===== src/rtl/scu_dsp_dma_bridge_pkg.sv =====
// Shared types, command-field positions and address-step helper for the SCU DSP DMA bridge.
package scu_dsp_dma_bridge_pkg;

  localparam int unsigned ADDR_W  = 25;
  localparam int unsigned DATA_W  = 32;
  localparam int unsigned TIMEOUT = 255;
  localparam int unsigned TO_W    = 8;

  localparam int unsigned CMD_DIR_BIT = 12;
  localparam int unsigned CMD_ADD_HI  = 17;
  localparam int unsigned CMD_ADD_LO  = 15;

  typedef enum logic [2:0] {
    ST_IDLE   = 3'd0,
    ST_RD_BUS = 3'd1,
    ST_RD_ACK = 3'd2,
    ST_WR_ACK = 3'd3,
    ST_WR_BUS = 3'd4,
    ST_DONE   = 3'd5
  } DspDmaState_t;

  // ADD=0 keeps the address fixed; otherwise the step is 2^(ADD-1) words.
  function automatic logic [ADDR_W-1:0] AddStep(input logic [2:0] add);
    AddStep = (add == 3'd0) ? '0 : (ADDR_W'(1) << (add - 3'd1));
  endfunction

endpackage


===== src/rtl/scu_dsp_dma_bridge.sv =====
// Bus-side DMA engine: turns DSP word requests into single-word SCU bus transfers
// between DSP data RAM and external memory, with bus timeout and sticky error flag.
module scu_dsp_dma_bridge
  import scu_dsp_dma_bridge_pkg::*;
(
  input  logic              i_clk,
  input  logic              i_rst_n,
  input  logic              i_ce,
  input  logic [DATA_W-1:0] i_dso,
  input  logic              i_ra0w,
  input  logic              i_wa0w,
  input  logic              i_dmaw,
  input  logic              i_dmaReq,
  output logic              o_dmaAck,
  output logic [DATA_W-1:0] o_dmaDi,
  input  logic [DATA_W-1:0] i_dmaDo,
  input  logic              i_dmaWe,
  input  logic              i_dmaRun,
  input  logic              i_dmaLast,
  output logic              o_dmaEnd,
  output logic [ADDR_W-1:0] o_busA,
  output logic [DATA_W-1:0] o_busDo,
  input  logic [DATA_W-1:0] i_busDi,
  output logic              o_busWe,
  output logic              o_busReq,
  input  logic              i_busAck,
  output logic              o_busy,
  output logic              o_err
);

  DspDmaState_t r_state, w_nextState;

  logic [ADDR_W-1:0] r_ra0, r_wa0;
  logic              r_dir;
  logic [2:0]        r_add;
  logic              r_pend, r_lastL, r_armed, r_err, r_weBad, r_runD, r_abort;
  logic [DATA_W-1:0] r_din;
  logic [TO_W-1:0]   r_tocnt;

  logic              w_busy, w_runFall, w_abort, w_inBus, w_timeout;
  logic              w_setErr, w_toIdleAbort, w_clrPend;
  logic [ADDR_W-1:0] w_rdStep, w_wrStep;
  logic              w_unusedDso;

  assign w_busy        = (r_state != ST_IDLE) || r_pend;
  assign w_runFall     = r_runD && !i_dmaRun;
  assign w_abort       = r_abort || (w_runFall && w_busy);
  assign w_inBus       = (r_state == ST_RD_BUS) || (r_state == ST_WR_BUS);
  assign w_timeout     = w_inBus && !i_busAck && (r_tocnt == TO_W'(TIMEOUT - 1));
  assign w_rdStep      = (r_add != 3'd0) ? ADDR_W'(1) : '0;
  assign w_wrStep      = AddStep(r_add);
  assign w_setErr      = ((r_state == ST_IDLE) && r_pend && !w_abort && r_weBad) || w_timeout;
  assign w_toIdleAbort = w_abort && (w_nextState == ST_IDLE);
  assign w_clrPend     = (r_state == ST_RD_ACK) || (r_state == ST_WR_ACK) ||
                         (r_state == ST_DONE) || w_toIdleAbort;
  assign w_unusedDso   = ^i_dso[DATA_W-1:ADDR_W];

  always_ff @(posedge i_clk or negedge i_rst_n) begin
    if (!i_rst_n) begin
      r_state <= ST_IDLE;
    end else if (i_ce) begin
      r_state <= w_nextState;
    end
  end

  // A DMA_RUN drop lets the current bus access finish, then returns to IDLE without DMA_END.
  always_comb begin
    w_nextState = r_state;
    case (r_state)
      ST_IDLE: begin
        if (r_pend && !w_abort) begin
          if (r_weBad)    w_nextState = ST_DONE;
          else if (r_dir) w_nextState = ST_WR_ACK;
          else            w_nextState = ST_RD_BUS;
        end
      end
      ST_RD_BUS: begin
        if (i_busAck)       w_nextState = w_abort ? ST_IDLE : ST_RD_ACK;
        else if (w_timeout) w_nextState = w_abort ? ST_IDLE : ST_DONE;
      end
      ST_RD_ACK: w_nextState = (r_lastL && !w_abort) ? ST_DONE : ST_IDLE;
      ST_WR_ACK: w_nextState = ST_WR_BUS;
      ST_WR_BUS: begin
        if (i_busAck)       w_nextState = (r_lastL && !w_abort) ? ST_DONE : ST_IDLE;
        else if (w_timeout) w_nextState = w_abort ? ST_IDLE : ST_DONE;
      end
      ST_DONE:   w_nextState = ST_IDLE;
      default:   w_nextState = ST_IDLE;
    endcase
  end

  always_comb begin
    o_busReq = 1'b0;
    o_busWe  = 1'b0;
    o_busA   = '0;
    o_busDo  = '0;
    o_dmaAck = 1'b0;
    o_dmaEnd = 1'b0;
    case (r_state)
      ST_RD_BUS: begin
        o_busReq = 1'b1;
        o_busA   = r_ra0;
      end
      ST_RD_ACK: o_dmaAck = 1'b1;
      ST_WR_ACK: o_dmaAck = 1'b1;
      ST_WR_BUS: begin
        o_busReq = 1'b1;
        o_busWe  = 1'b1;
        o_busA   = r_wa0;
        o_busDo  = r_din;
      end
      ST_DONE:   o_dmaEnd = 1'b1;
      default:   o_busReq = 1'b0;
    endcase
  end

  assign o_dmaDi = r_din;
  assign o_busy  = w_busy;
  assign o_err   = r_err;

  always_ff @(posedge i_clk or negedge i_rst_n) begin
    if (!i_rst_n) begin
      r_ra0   <= '0;
      r_wa0   <= '0;
      r_dir   <= 1'b0;
      r_add   <= '0;
      r_pend  <= 1'b0;
      r_lastL <= 1'b0;
      r_armed <= 1'b0;
      r_err   <= 1'b0;
      r_weBad <= 1'b0;
      r_runD  <= 1'b0;
      r_abort <= 1'b0;
      r_din   <= '0;
      r_tocnt <= '0;
    end else if (i_ce) begin
      r_runD <= i_dmaRun;

      if (i_ra0w && !w_busy)
        r_ra0 <= i_dso[ADDR_W-1:0];
      else if ((r_state == ST_RD_BUS) && i_busAck)
        r_ra0 <= r_ra0 + w_rdStep;

      if (i_wa0w && !w_busy)
        r_wa0 <= i_dso[ADDR_W-1:0];
      else if ((r_state == ST_WR_BUS) && i_busAck)
        r_wa0 <= r_wa0 + w_wrStep;

      if (i_dmaw) begin
        r_dir <= i_dso[CMD_DIR_BIT];
        r_add <= i_dso[CMD_ADD_HI:CMD_ADD_LO];
      end

      if (i_dmaw)
        r_armed <= 1'b1;
      else if ((r_state == ST_DONE) || w_toIdleAbort)
        r_armed <= 1'b0;

      if (w_setErr)
        r_err <= 1'b1;
      else if (i_dmaw)
        r_err <= 1'b0;

      // Direction mismatch is judged against the DMA_WE presented with the request.
      if (w_clrPend) begin
        r_pend <= 1'b0;
      end else if (i_dmaReq && r_armed && !r_pend) begin
        r_pend  <= 1'b1;
        r_weBad <= (i_dmaWe != r_dir);
      end

      if ((r_state == ST_IDLE) && r_pend)
        r_lastL <= i_dmaLast;

      if ((r_state == ST_RD_BUS) && i_busAck)
        r_din <= i_busDi;
      else if (r_state == ST_WR_ACK)
        r_din <= i_dmaDo;

      if (!w_inBus || i_busAck)
        r_tocnt <= '0;
      else
        r_tocnt <= r_tocnt + TO_W'(1);

      if (w_toIdleAbort)
        r_abort <= 1'b0;
      else if (w_runFall && w_busy)
        r_abort <= 1'b1;
    end
  end

endmodule


===== config.mk =====
export PLATFORM = sky130hd
export DESIGN_NAME = scu_dsp_dma_bridge
export DESIGN_NICKNAME = d
export VERILOG_FILES = /design/src/rtl/scu_dsp_dma_bridge_pkg.sv /design/src/rtl/scu_dsp_dma_bridge.sv
export SDC_FILE = /design/constraint.sdc
export NUM_CORES = 1
export LEC_CHECK = 0
export ABC_AREA = 1
export BUFFER_PORTS_ARGS = -buffer_cell sky130_fd_sc_hd__buf_2
export CELL_PAD_IN_SITES_DETAIL_PLACEMENT = 1
export CELL_PAD_IN_SITES_GLOBAL_PLACEMENT = 1
export CORE_MARGIN = 4
export CORE_UTILIZATION = 37
export DETAILED_ROUTE_END_ITERATION = 8
export PLACE_DENSITY = 0.81
export SLEW_MARGIN = 20
export SYNTH_ARGS = -nofsm -noshare
export SYNTH_HDL_FRONTEND = slang
export SYNTH_SLANG_ARGS = --single-unit

===== constraint.sdc =====
create_clock -name i_clk -period 3.1 [get_ports i_clk]
set_clock_uncertainty 0.15 [all_clocks]
set_input_delay 0 -clock i_clk [delete_from_list [all_inputs] [get_ports i_clk]]
set_output_delay 0 -clock i_clk [all_outputs]
set_load 0.03 [all_outputs]

# After elaboration in Yosys (flattened, before gate mapping)
# Index checks and enable logic that the tools add are counted.
# W data, S select, Z words.
# totals
output_inout_bits,95
elab_cells,115
register_bits,104
# op_classes
addsub,4
shifts,1
n_reduce_logical,55
muxes,33
bitwise_logic,1
n_eq_ne,7
# op_table
cell,n
$mux W25,5
$mux W32,3
$pmux W25 S2,1
$add A25 B1 Y25,1
$add A25 B25 Y25,1
$shl A1 B3 Y25 const A,1
$mux W3,7
$reduce_and A2 Y1,9
$logic_and A1 B1 Y1,16
$pmux W3 S5,1
$reduce_bool A2 Y1,7
$mux W1,13
$logic_not A3 Y1,3
$logic_or A1 B1 Y1,9
$add A8 B1 Y8 const B,1
$eq A8 B8 Y1 const B,1
$mux W8,1
$eq A3 B2 Y1 const B,2
$eq A3 B3 Y1 const B,2
$logic_not A1 Y1,6
$reduce_bool A3 Y1,2
$mux W2,2
$reduce_or A2 Y1,2
$eq A3 B1 Y1 const B,1
other kinds (4),4

# Logic depth before layout (Yosys ltp)
# depth
word_depth,14
ltp_mapped,17
ltp_nobuf,17

# Least setup slack after synthesis
# OpenSTA, ideal clock, no wires.
# synth_path
path_type,register to register
from,register r_add[2]
to,register r_ra0[20]
n_path_buf,0
path_stages_with_launch,17
slack_ps,827
arrival_ps,2006
setup_time_ps,116
synth_period_minus_slack_ps,2273
cell_sequence,dfrtp_1 inv_1 nand3_1 ha_1 ha_1 nand2_1 nor2_4 nand3_2 nor3_4 nand2_2 nor2_2 nand2_1 nor2_2 xor2_1 nand2_1 nand2_1 nand2_1
# synth_between
elab_chain_len,5
# synth_lines
element,line_no,text
from (decl),scu_dsp_dma_bridge.sv:35,logic [2:0] r_add;
from (signal assigned),scu_dsp_dma_bridge.sv:151,r_add <= i_dso[CMD_ADD_HI:CMD_ADD_LO];
$reduce_bool A3 Y1,scu_dsp_dma_bridge.sv:50,assign w_rdStep = (r_add != 3'd0) ? ADDR_W'(1) : '0;
$mux W1,scu_dsp_dma_bridge.sv:50,
$add A25 B1 Y25,scu_dsp_dma_bridge.sv:142,r_ra0 <= r_ra0 + w_rdStep;
$mux W25,scu_dsp_dma_bridge.sv:141,else if ((r_state == ST_RD_BUS) && i_busAck)
$mux W25,scu_dsp_dma_bridge.sv:139,if (i_ra0w && !w_busy)
to (signal assigned),scu_dsp_dma_bridge.sv:140,r_ra0 <= i_dso[ADDR_W-1:0];
to (signal assigned),scu_dsp_dma_bridge.sv:142,
to (decl),scu_dsp_dma_bridge.sv:33,"logic [ADDR_W-1:0] r_ra0, r_wa0;"
# No other way between the ends. The select of a mux whose other input is x is not followed.
# A chain may end at the register's enable or synchronous reset.

# Worst setup path after layout
# layout_path
from,register r_state[2]
to,register r_din[11] (netlist: o_dmaDi[11])
# layout_between
elab_chain_len,4
elab_cells_between_ends,6
classes_between,2 x eq/ne; 1 x mux; 3 x reduce/logical
# layout_lines
element,line_no,text
from (decl),scu_dsp_dma_bridge.sv:31,"DspDmaState_t r_state, w_nextState;"
from (signal assigned),scu_dsp_dma_bridge.sv:62,r_state <= w_nextState;
$eq A3 B1 Y1,scu_dsp_dma_bridge.sv:175,if ((r_state == ST_RD_BUS) && i_busAck)
$logic_and A1 B1 Y1,scu_dsp_dma_bridge.sv:175,
$reduce_bool A2 Y1 (no source line),--,
$reduce_and A2 Y1 (no source line),--,
to (signal assigned),scu_dsp_dma_bridge.sv:176,r_din <= i_busDi;
to (signal assigned),scu_dsp_dma_bridge.sv:178,r_din <= i_dmaDo;
to (decl),scu_dsp_dma_bridge.sv:37,logic [DATA_W-1:0] r_din;
# Several ways; a longest one is shown, not always the timed one.

==> metrics <==
DP Area=8060 sq um; compound-cell area share of the yosys netlist=17.3%; status=finished with violations; Post-Syn Area=6890 sq um; Crit path required time=3.24 ns; first-pass GRT wire length=45.5 mm; top cell type's share of synthesized area=37.8%; Finished Cell Area=9360 sq um; Reg2Reg Setup Slack=0.26 ns; Fin Hold WS=-0.00295 ns; Die Y=144 um; Final Max Tran Viols=0; Root Buffer=clkbuf_16; antenna-violating nets left=0; Post-synth EDFFs=0; Critical Path Source Type=flop; fin worst setup slack=0.264 ns; Crit. End Element=flop; WL per Instance=19.4 um; Vias/cell=5.38; worst rel slew slack=58.5%; fin nets=1387; ant diodes=0; die width=144 um; leakage=4.78 nW; xor-xnor portion of the synthesized cell area=3.30%; initial antenna violation count=0; async set-or-reset flop fraction in the synthesized netlist=100%; R2R cell count=9; Power Dens Cells=1020 nW/um^2; Hold Fails Final Rpt=1; largest net degree at the start of global routing=105; synth-to-layout area growth=35.8%; maximum root-to-sink buffer count=2; Total Routing Usage GR=27.7%; min-delay src=i_dmaw; worst-skew pair later-pin latency=0.37 ns; largest family of logic cells by synthesized area=simple AND/OR/NAND/NOR gates; Syn Nets=1114; simple-gate share of the synthesized area=28.8%; Cell variety after synth=51; total power=9.51 mW; Placer Congestion=0.919; Worst Hold End=r_armed; FF-to-FF End=o_dmaDi[11]; worst r2r src=r_state[2]; crit-path max FO=64; setup bufs post-CTS=0; DP Wirelength=18.9 mm; Die ar.=20900 sq um; CTS tree=built; H-tree lvl count=3; Tmin final=2.84 ns; grt total ovfl=0; Yosys reg bits=104; worst hold path cell count=3; initial core utilization=38.0%; worst vdd ir=0.513 mV; # clock sinks=104; Main synth FF type=dfrtp_1; number of buffers created by CTS=9; Worst Max-Slew Pin Slew=0.623 ns; Cells after Synth=994; Synth Area in Adders=2.47%; Yosys warnings=0; Mean Syn Cell Area=6.93 sq um; final setup fails=0; Clk pin slew, worst setup/hold paths=0.08 ns; kind of critical path=reg -> reg; largest cells by area after synthesis=dfrtp_1 (38%), nand2_1 (12%), nor2_1 (7.2%); Routed WL=29.1 mm; vias in the first global route=8487; port bufs=194; fin crit share=91.5%; sequential area share after synthesis=37.8%; Hold Path Class=in -> reg; fmax=353 MHz; via count=8080; crit path DAT=2.98 ns; Setup TNS Final=0 ns; MaxCap Viol Count=0; post-synthesis mux area share=0.163%; violated checks=negative hold slack; Setup Slack @ Placement=0.388 ns; First-pass DRT Iterations=5; I/O Pins=202; share of layout cells above drive strength 1=20.2%; Core Rows=49; area leader, netlist=dfrtp_1; DRC viols=0; initial drt markers=520; RSZ-0062 raised after global routing=false; area of the core=18100 sq um
-- layout make-up --
type / instances / area, sq um
well taps: 229 / 287
multi-input cells: 711 / 3590
inverters: 137 / 517
clock buffers: 11 / 253
repair buffers: 304 / 2070
clock inverters: 5 / 46.3
flip-flops and latches: 104 / 2600
fillers: 2351 / 8780
-- cells in the mapped netlist (15+ instances only) --
cell	number
a21oi_1	47
inv_1	129
nor2_1	133
a31oi_1	39
o21ai_1	26
nand4_1	15
o21ai_0	55
xor2_1	22
buf_2	19
nand3_1	42
o22ai_1	25
dfrtp_1	104
nand2_1	224
clkbuf_1	21
-- stage by stage --
stage                     utilization (%)  cells
after detailed placement             44.4   1385
after CTS                            51.6   1501
after global routing                 51.6   1501
after global placement               44.4   1385
final                                51.6   1501
after floorplan                         -    994
-- per-layer routing --
metal	GRT usage (%)	wire length [um]	vias up
met4	12.2	1070	0
met1	35.2	12100	3973
li1	-	-	3779
met2	46.5	14700	251
met5	0	0	-
met3	4.70	1200	77
-- cell families (layout without fill, tap and decap cells) --
| group | Yosys count | after routing |
|---|---|---|
| AND/OR/NAND/NOR | 460 | 460 |
| AO/OA/AOI/OAI | 210 | 210 |
| buffers and inverters | 179 | 457 |
| flip-flops | 104 | 104 |
| XOR/XNOR | 26 | 26 |
| adder cells (fa/ha/maj) | 13 | 13 |
| other | 1 | 1 |
| multiplexers | 1 | 1 |
-- worst max-delay path, cell delays in order, from the launching register on --
cell and delay, ns:
dfrtp_1 0.45, inv_2 0.18, nand3_4 0.29, nor2_4 0.19, inv_2 0.09, a21oi_4 0.14, buf_8 0.33, nor2_1 0.08
a31oi_1 0.21, dlygate4sd3_1 0.62
-- how the worst max path moves through the flow --
stage                          start          end  depth (start not counted)
after floorplan             r_add[2]    r_ra0[20]                         16
after global placement      r_add[2]    r_ra0[20]                         16
after detailed placement    r_add[2]    r_ra0[20]                         16
after CTS                 r_state[2]  o_dmaDi[24]                          9
after global routing      r_state[2]  o_dmaDi[11]                          9
final                     r_state[2]  o_dmaDi[11]                          9
-- cells in the final DEF (no fill, tap or decap), types with 15 or more instances in the layout --
| master | count |
|---|---|
| nand2_1 | 224 |
| buf_2 | 193 |
| nor2_1 | 133 |
| inv_1 | 129 |
| dfrtp_1 | 104 |
| dlygate4sd3_1 | 100 |
| o21ai_0 | 55 |
| a21oi_1 | 47 |
| nand3_1 | 42 |
| a31oi_1 | 39 |
| o21ai_1 | 26 |
| o22ai_1 | 25 |
| xor2_1 | 22 |
| nand4_1 | 15 |
-- power breakdown --
group          internal, mW  switching (mW)  leakage (nW)
Combinational          1.84            3.91          3.36
Clock                 0.605           0.583         0.149
Sequential             1.94           0.638          1.27
-- registers in the layout (all words and copies together) (netlist names) --
name and flops:
r_state 3, r_abort 1, r_runD 1, r_weBad 1
r_wa0 25, o_dmaDi 32, r_pend 1, r_lastL 1
r_tocnt 8, r_armed 1, r_dir 1, r_add 3
r_ra0 25, o_err 1
-- what timing repair did --
action | in CTS | in global routing
hold buffers | 100 | 0
setup endpoints to repair | 0 | 31
resized for setup | 0 | 3
hold endpoints to repair | 196 | 0
No activity file was read; power rests on OpenSTA's default activity.
